`src/rtl/jp5_input_filter.sv`:
```
// ---------------------------------------------------------------------------
// jp5_input_filter
//
// Purpose:
//   Synchronises and debounces the raw JP5 header pins before they reach the
//   PIO input side. Each bit passes through a two-flop synchroniser, then a
//   per-bit stability counter that advances only on prescaler ticks. A new
//   level is accepted once it has differed from the current filtered level
//   for STABLE_SAMPLES consecutive ticks. Bits with bypass set skip the
//   debounce and follow the synchronised level every cycle.
//
// Parameters:
//   WIDTH          - number of header pins filtered
//   PRESCALE       - clk cycles per sample tick (1..65535)
//   STABLE_SAMPLES - consecutive differing ticks needed to accept (1..16)
//
// Ports:
//   clk       in   system clock, all logic on the rising edge
//   reset     in   synchronous active-high reset
//   pin_in    in   [WIDTH] raw asynchronous pin levels
//   bypass    in   [WIDTH] per-bit bypass, 1 = synchronise only
//   filt_out  out  [WIDTH] debounced levels (straight from the filt register)
//   edge_rise out  [WIDTH] one-cycle pulse on a filt_out 0->1 transition
//   edge_fall out  [WIDTH] one-cycle pulse on a filt_out 1->0 transition
//
// Configuration:
//   JP5_INPUT_FILTER_EDGE_EN - when defined, builds the delayed filt copy and
//   the edge-pulse outputs. When undefined, edge_rise and edge_fall are tied
//   to 0 and filt_out behaves identically.
// ---------------------------------------------------------------------------
module jp5_input_filter #(
    parameter int WIDTH          = 32,
    parameter int PRESCALE       = 500,
    parameter int STABLE_SAMPLES = 4
) (
    input  logic             clk,
    input  logic             reset,
    input  logic [WIDTH-1:0] pin_in,
    input  logic [WIDTH-1:0] bypass,
    output logic [WIDTH-1:0] filt_out,
    output logic [WIDTH-1:0] edge_rise,
    output logic [WIDTH-1:0] edge_fall
);

    // Counter widths with a one-bit floor so PRESCALE=1 / STABLE_SAMPLES=1
    // still produce legal vectors.
    localparam int PW = (PRESCALE > 1) ? $clog2(PRESCALE) : 1;
    localparam int CW = (STABLE_SAMPLES > 1) ? $clog2(STABLE_SAMPLES) : 1;

    localparam logic [PW-1:0] PS_LAST  = PW'(PRESCALE - 1);
    localparam logic [PW-1:0] PS_ONE   = PW'(1);
    localparam logic [CW-1:0] CNT_LAST = CW'(STABLE_SAMPLES - 1);
    localparam logic [CW-1:0] CNT_ONE  = CW'(1);

    logic [WIDTH-1:0]         sync1_q, sync1_d;
    logic [WIDTH-1:0]         sync2_q, sync2_d;
    logic [WIDTH-1:0]         filt_q,  filt_d;
    logic [PW-1:0]            ps_q,    ps_d;
    logic [WIDTH-1:0][CW-1:0] cnt_q,   cnt_d;
    logic                     tick_s;

    // Synchroniser next-state: pins shift through two flops before use.
    always_comb begin
        sync1_d = pin_in;
        sync2_d = sync1_q;
    end

    // Prescaler: tick on the last count, then wrap. At PRESCALE=1 the count
    // is stuck at 0, which equals PS_LAST, so every cycle is a tick.
    always_comb begin
        tick_s = (ps_q == PS_LAST);
        if (tick_s) begin
            ps_d = '0;
        end else begin
            ps_d = ps_q + PS_ONE;
        end
    end

    // Per-bit debounce next-state. The counter only ever reaches CNT_LAST,
    // at which point the next differing tick accepts the new level.
    always_comb begin
        filt_d = filt_q;
        cnt_d  = cnt_q;
        for (int i = 0; i < WIDTH; i++) begin
            if (bypass[i]) begin
                // Tracking sync2 every cycle keeps filt equal to the
                // synchronised level, so dropping bypass starts clean.
                filt_d[i] = sync2_q[i];
                cnt_d[i]  = '0;
            end else if (tick_s) begin
                if (sync2_q[i] == filt_q[i]) begin
                    cnt_d[i] = '0;
                end else if (cnt_q[i] == CNT_LAST) begin
                    filt_d[i] = sync2_q[i];
                    cnt_d[i]  = '0;
                end else begin
                    cnt_d[i] = cnt_q[i] + CNT_ONE;
                end
            end else begin
                filt_d[i] = filt_q[i];
                cnt_d[i]  = cnt_q[i];
            end
        end
    end

    // State registers for synchroniser, prescaler, counters and filt.
    always_ff @(posedge clk) begin
        if (reset) begin
            sync1_q <= '0;
            sync2_q <= '0;
            filt_q  <= '0;
            ps_q    <= '0;
            cnt_q   <= '0;
        end else begin
            sync1_q <= sync1_d;
            sync2_q <= sync2_d;
            filt_q  <= filt_d;
            ps_q    <= ps_d;
            cnt_q   <= cnt_d;
        end
    end

    assign filt_out = filt_q;

`ifdef JP5_INPUT_FILTER_EDGE_EN
    // One-cycle-delayed copy of filt used for edge detection. It is cleared
    // together with filt so reset itself never produces a pulse.
    logic [WIDTH-1:0] filt_dly_q, filt_dly_d;

    // Delayed-copy next-state.
    always_comb begin
        filt_dly_d = filt_q;
    end

    // Delayed-copy register.
    always_ff @(posedge clk) begin
        if (reset) begin
            filt_dly_q <= '0;
        end else begin
            filt_dly_q <= filt_dly_d;
        end
    end

    assign edge_rise = filt_q & ~filt_dly_q;
    assign edge_fall = ~filt_q & filt_dly_q;
`else
    assign edge_rise = '0;
    assign edge_fall = '0;
`endif

endmodule

```
`config.mk`:
```
export PLATFORM = sky130hd
export DESIGN_NAME = jp5_input_filter
export DESIGN_NICKNAME = d
export VERILOG_FILES = /design/src/rtl/jp5_input_filter.sv
export SDC_FILE = /design/constraint.sdc
export NUM_CORES = 1
export LEC_CHECK = 0
export BUFFER_PORTS_ARGS = -buffer_cell sky130_fd_sc_hd__buf_2
export CAP_MARGIN = 20
export CORE_MARGIN = 8
export CORE_UTILIZATION = 50
export DETAILED_ROUTE_END_ITERATION = 12
export GPL_TIMING_DRIVEN = 1
export PLACE_DENSITY = 0.81
export SYNTH_ARGS = -nofsm -noshare
export SYNTH_HDL_FRONTEND = slang
export SYNTH_SLANG_ARGS = --single-unit
```
`constraint.sdc`:
```
create_clock -name clk -period 1.7 [get_ports clk]
set_input_delay 0.085 -clock clk [delete_from_list [all_inputs] [get_ports clk]]
set_output_delay 0.085 -clock clk [all_outputs]
set_load 0.005 [all_outputs]
```
==> results.env <==
RUN_STATUS='finished, final reports clean'
SYNTH_ENABLE_FLOP_CELLS=0
HOLD_PATH.CLASS='in2reg'
YS_SEQ_AREA_SHARE_PCT=40.9
NETLIST_INSTANCES=908
POST_DRT_VIA_CELL_RATIO=5.52
WORST-ENDPOINT-REQUIRED_PS=2020
GRT_SETUP_UNREPAIRED='no'
CTS_ROOT_BUF='sky130_fd_sc_hd__clkbuf_16'
FINAL_MAX_SLEW_VIOL_COUNT=0
YOSYS.CELL_COUNT.TOP_TYPE='sky130_fd_sc_hd__dfxtp_1'
GRT_OVERALL_USAGE_PCT=20.0
GLOBALROUTEMET3UTIL_PCT=4.32
SHARE_COMB_OF_TOTAL_POWER_PCT=7.2
DETAIL_ROUTE.DRC_VIOLATIONS=0
CRIT-REG2REG-LAUNCH='ps_q[1]'
POWER.SEQUENTIAL.FRACTION_PCT=45.2
WORSTHOLDENDPOINT='sync1_q[31]'
PLACEDCELLCOUNT=1191
SYNTH_TOP_FAMILY_BY_AREA='simple AND/OR/NAND/NOR gates'
SYNTH-COMPOUND-AREA-SHARE_PCT=15.8
CTS_TREE='yes'
GRT_ANTENNA_BEFORE_REPAIR=0
TIMING.FINAL.CRIT_PERIOD_PS=1640
LAYOUT.NETS=1157
FIN_SKEW_PS=9.37
GLOBALROUTE.TOTALOVERFLOW=0
NUM_ANTENNA_CELLS=0
MAXIMUM_ROOT_TO_SINK_BUFFER_COUNT=2
SYNTH.AREA.MUX_SHARE_PCT=0
WORSTSKEWPAIRLATENCY_PS=430
HOLD_DEPTH=3
ROWS=47
POSTSYNTHAREAPERCELL_SQ_UM=9.10
TOP_LEVEL_PORTS=162
WORST_EP_ARRIVAL_TIME_PS=1960
CLOCK.FMAX_MHz=611
POWER_mW=9.21
SWITCHING_SHARE_PCT=21.4
VIAS_IN_THE_FIRST_GLOBAL_ROUTE=7212
SYNTH.TOP_CELLS.BY_AREA='sky130_fd_sc_hd__dfxtp_1 (41%), sky130_fd_sc_hd__buf_4 (6.3%), sky130_fd_sc_hd__a211oi_1 (5.8%)'
MULTIINPUTGATEAREA_SQ_UM=4370
YOSYSUNIQUECELLTYPES=37
FINAL_DESIGN_AREA_NO_FILL_SQ_UM=10300
GR-USAGE-MET2_PCT=33.5
FIN_TNS_SETUP_PS=0
FINAL.PERIOD_UTILIZATION_PCT=96.3
SYNTH.TOP_CELLS.BY_COUNT='sky130_fd_sc_hd__dfxtp_1 (169), sky130_fd_sc_hd__o21ai_0 (88), sky130_fd_sc_hd__buf_4 (69)'
PLACED_STANDARD_CELL_AREA_SQ_UM=8840
SYNTHXORXNORAREAFRAC_PCT=3.71
ROUTABILITYCONGESTION=0.787
CTS_MADE_BUFFERS=17
CTS.SINKS=169
SYN2LAYOUT_AREA_GROWTH_PCT=24.2
DIE_Y_UM=145
GRT_UTIL_MET1_PCT=23.7
DP_HPWL_UM=12800
GRT-BUSIEST-LAYER='met2'
DETAILED_ROUTE_WIRE_LENGTH_PER_CELL_UM=16.1
H-TREE-DEPTH=4
SETUP_CP_TYPE='reg2reg'
MIN_FROM='pin_in[31]'
REG2REG_SETUP_SLACK_PS=60
FINAL.FILL_COUNT=1330
POWER_LEAKAGE_nW=4.08
POST_SYNTH_INSTANCE_AREA_SQ_UM=8260
SYNTH.YOSYS.WARNINGS=0
GRT_START_MAX_NET_PINS=71
MAX_CAP_VIOLATION_COUNT=0
INITIAL_CORE_UTIL_PCT=50.5
WIRE_LENGTH_OF_THE_FIRST_GLOBAL_ROUTING_PASS_UM=33900
STDCELL_COUNT=1290
DETAILEDROUTE.FIRSTPASSITERATIONCOUNT=5
CLK_PIN_SLEW_WORST_PATHS_PS=70
DRT.ANTENNA.VIOLATING_NETS=0
FRACTION_OF_REGISTERS_WITH_ASYNC_SET_OR_RESET_AFTER_SYNTHESIS_PCT=0
TOTALWIRELENGTH_UM=20800
PEAKVDDDROP_uV=690
SYNTH-SIMPLE-AREA-SHARE_PCT=24.9
AREA.SEQUENTIAL_SQ_UM=3380
CRIT_FANOUT=17
SETUP.WORST_PATH.START_CLASS='flip-flop'
CORE_SQ_UM=16300
VIAS=7126
REGTOREGENDPOINT='filt_out[24]'
SHARE_OF_FINAL_LAYOUT_STANDARD_CELLS_STRONGER_THAN_DRIVE_STRENGTH_1_PCT=15.8
PRIMARY_FF_MASTER_SYNTH='sky130_fd_sc_hd__dfxtp_1'
LIBRARY_CELL_WITH_THE_LARGEST_SUMMED_AREA_AFTER_SYNTHESIS='sky130_fd_sc_hd__dfxtp_1'
DEPTH_OF_THE_WORST_REGISTER_TO_REGISTER_PATH=5
DRT_ITER0_MARKERS=401
POWER_DENSITY_nW_PER_UM2=898
BUFFER_PORTS.INSERTED=97
POST-SYNTH-TOP-AREA-FRACTION_PCT=40.9
INTERNAL_POWER_mW=7.24
SYNTH-ADDER-AREA-SHARE_PCT=5.00
SYNTH_REGISTER_BITS=169
DESIGN.DIE.AREA_SQ_UM=20900
DIEWIDTH_UM=145
CLOCK_POWER_SHARE_PCT=47.7
FINALHOLDVIOLCOUNT=0
ENDPOINT_KIND='flip-flop'
POWER.NET_SWITCHING_mW=1.97
SETUP_VIOL_COUNT_FINAL=0
[cell families after synthesis]
logic type,Yosys count
simple gates,340
xor+xnor,35
other cells,1
compound gates,201
flops,169
fa+ha+maj,33
buf+inv,129
[cell type report]
class                           count  area share (%)
Tap cell                          220            2.68
Timing Repair Buffer              194            15.0
Clock inverter                     11            2.13
Sequential cell                   169            33.0
Clock buffer                       20            4.45
Inverter                            3           0.110
Multi-Input combinational cell    673            42.6
[flip-flops by register name, indices dropped and copies added, names as in the netlist]
| register | count |
|---|---|
| cnt_q | 64 |
| sync2_q | 32 |
| filt_out | 32 |
| sync1_q | 32 |
| ps_q | 9 |
[power by group through the flow]
stage	clock network, mW	logic, mW	registers, mW
final	4.39	0.662	4.16
after global routing	4.63	0.731	4.17
after CTS	4.46	0.645	4.16
after detailed placement	0	0.523	4.24
after global placement	0	0.511	4.24
after floorplan	0	0.388	4.23
[through the flow]
step	hold WS, ps	utilization, %	setup slack, ps
floorplan	163	-	113
global placement	291	54.1	93.3
detailed placement	297	54.1	15.9
CTS	382	62.2	9.64
global route	408	62.8	2.83
finish	400	62.8	62.9
[worst max path at each step]
stage	slack, ps	to	cells after the start	startpoint
3_3_place_gp	90	filt_out[28]	5	ps_q[1]
3_5_place_dp	20	cnt_q[28]	5	ps_q[1]
4_1_cts	10	filt_out[5]	5	ps_q[1]
2_1_floorplan	110	filt_out[10]	6	ps_q[0]
5_1_grt	3	filt_out[5]	4	ps_q[5]
6_report	60	filt_out[24]	5	ps_q[1]
[worst max-delay path: stages (launching register included)]
cell and delay (ps):
sky130_fd_sc_hd__dfxtp_1 390, sky130_fd_sc_hd__ha_4 170, sky130_fd_sc_hd__nand4bb_4 160, sky130_fd_sc_hd__buf_4 240, sky130_fd_sc_hd__or4_1 480, sky130_fd_sc_hd__o311ai_1 90
[timing repair]
action	in CTS	in global routing
hold buffers	65	0
gates cloned	0	2
resized for setup	2	7
endpoints found under the setup margin	3	48
pin swaps	0	1
setup buffers	0	1
endpoints found under the hold margin	103	0
[per-layer routing]
metal / vias up / part of all wire (%)
met2: 212 / 48
met5: - / 0
met3: 43 / 5.3
li1: 3485 / -
met4: 0 / 2.4
met1: 3386 / 44
[cell usage in the layout (no fill, tap or decap), types with 2 or more instances in the layout]
cell,netlist,final
sky130_fd_sc_hd__o21ai_0,88,88
sky130_fd_sc_hd__conb_1,1,64
sky130_fd_sc_hd__buf_2,17,96
sky130_fd_sc_hd__buf_6,4,2
sky130_fd_sc_hd__inv_1,3,3
sky130_fd_sc_hd__nand2b_1,33,33
sky130_fd_sc_hd__dfxtp_1,169,168
sky130_fd_sc_hd__buf_12,0,9
sky130_fd_sc_hd__a21oi_1,3,3
sky130_fd_sc_hd__nor3_1,2,2
sky130_fd_sc_hd__and2_1,32,32
sky130_fd_sc_hd__o21ai_1,10,10
sky130_fd_sc_hd__ha_1,33,32
sky130_fd_sc_hd__nor3b_1,32,32
sky130_fd_sc_hd__clkbuf_8,0,2
sky130_fd_sc_hd__nor2_1,38,37
sky130_fd_sc_hd__xnor2_1,2,2
sky130_fd_sc_hd__clkbuf_16,0,19
sky130_fd_sc_hd__buf_4,69,19
sky130_fd_sc_hd__clkinv_4,0,3
sky130_fd_sc_hd__o311ai_1,33,33
sky130_fd_sc_hd__a211oi_2,0,2
sky130_fd_sc_hd__a211oi_1,64,62
sky130_fd_sc_hd__dlygate4sd3_1,0,65
sky130_fd_sc_hd__bufinv_16,0,6
sky130_fd_sc_hd__xor2_1,33,33
sky130_fd_sc_hd__nand3_1,2,2
sky130_fd_sc_hd__nand4_1,66,66
sky130_fd_sc_hd__or4_1,32,32
sky130_fd_sc_hd__nor2b_1,64,64
sky130_fd_sc_hd__nand2_1,32,32
Note: power is estimated with default switching activity, not from simulation.
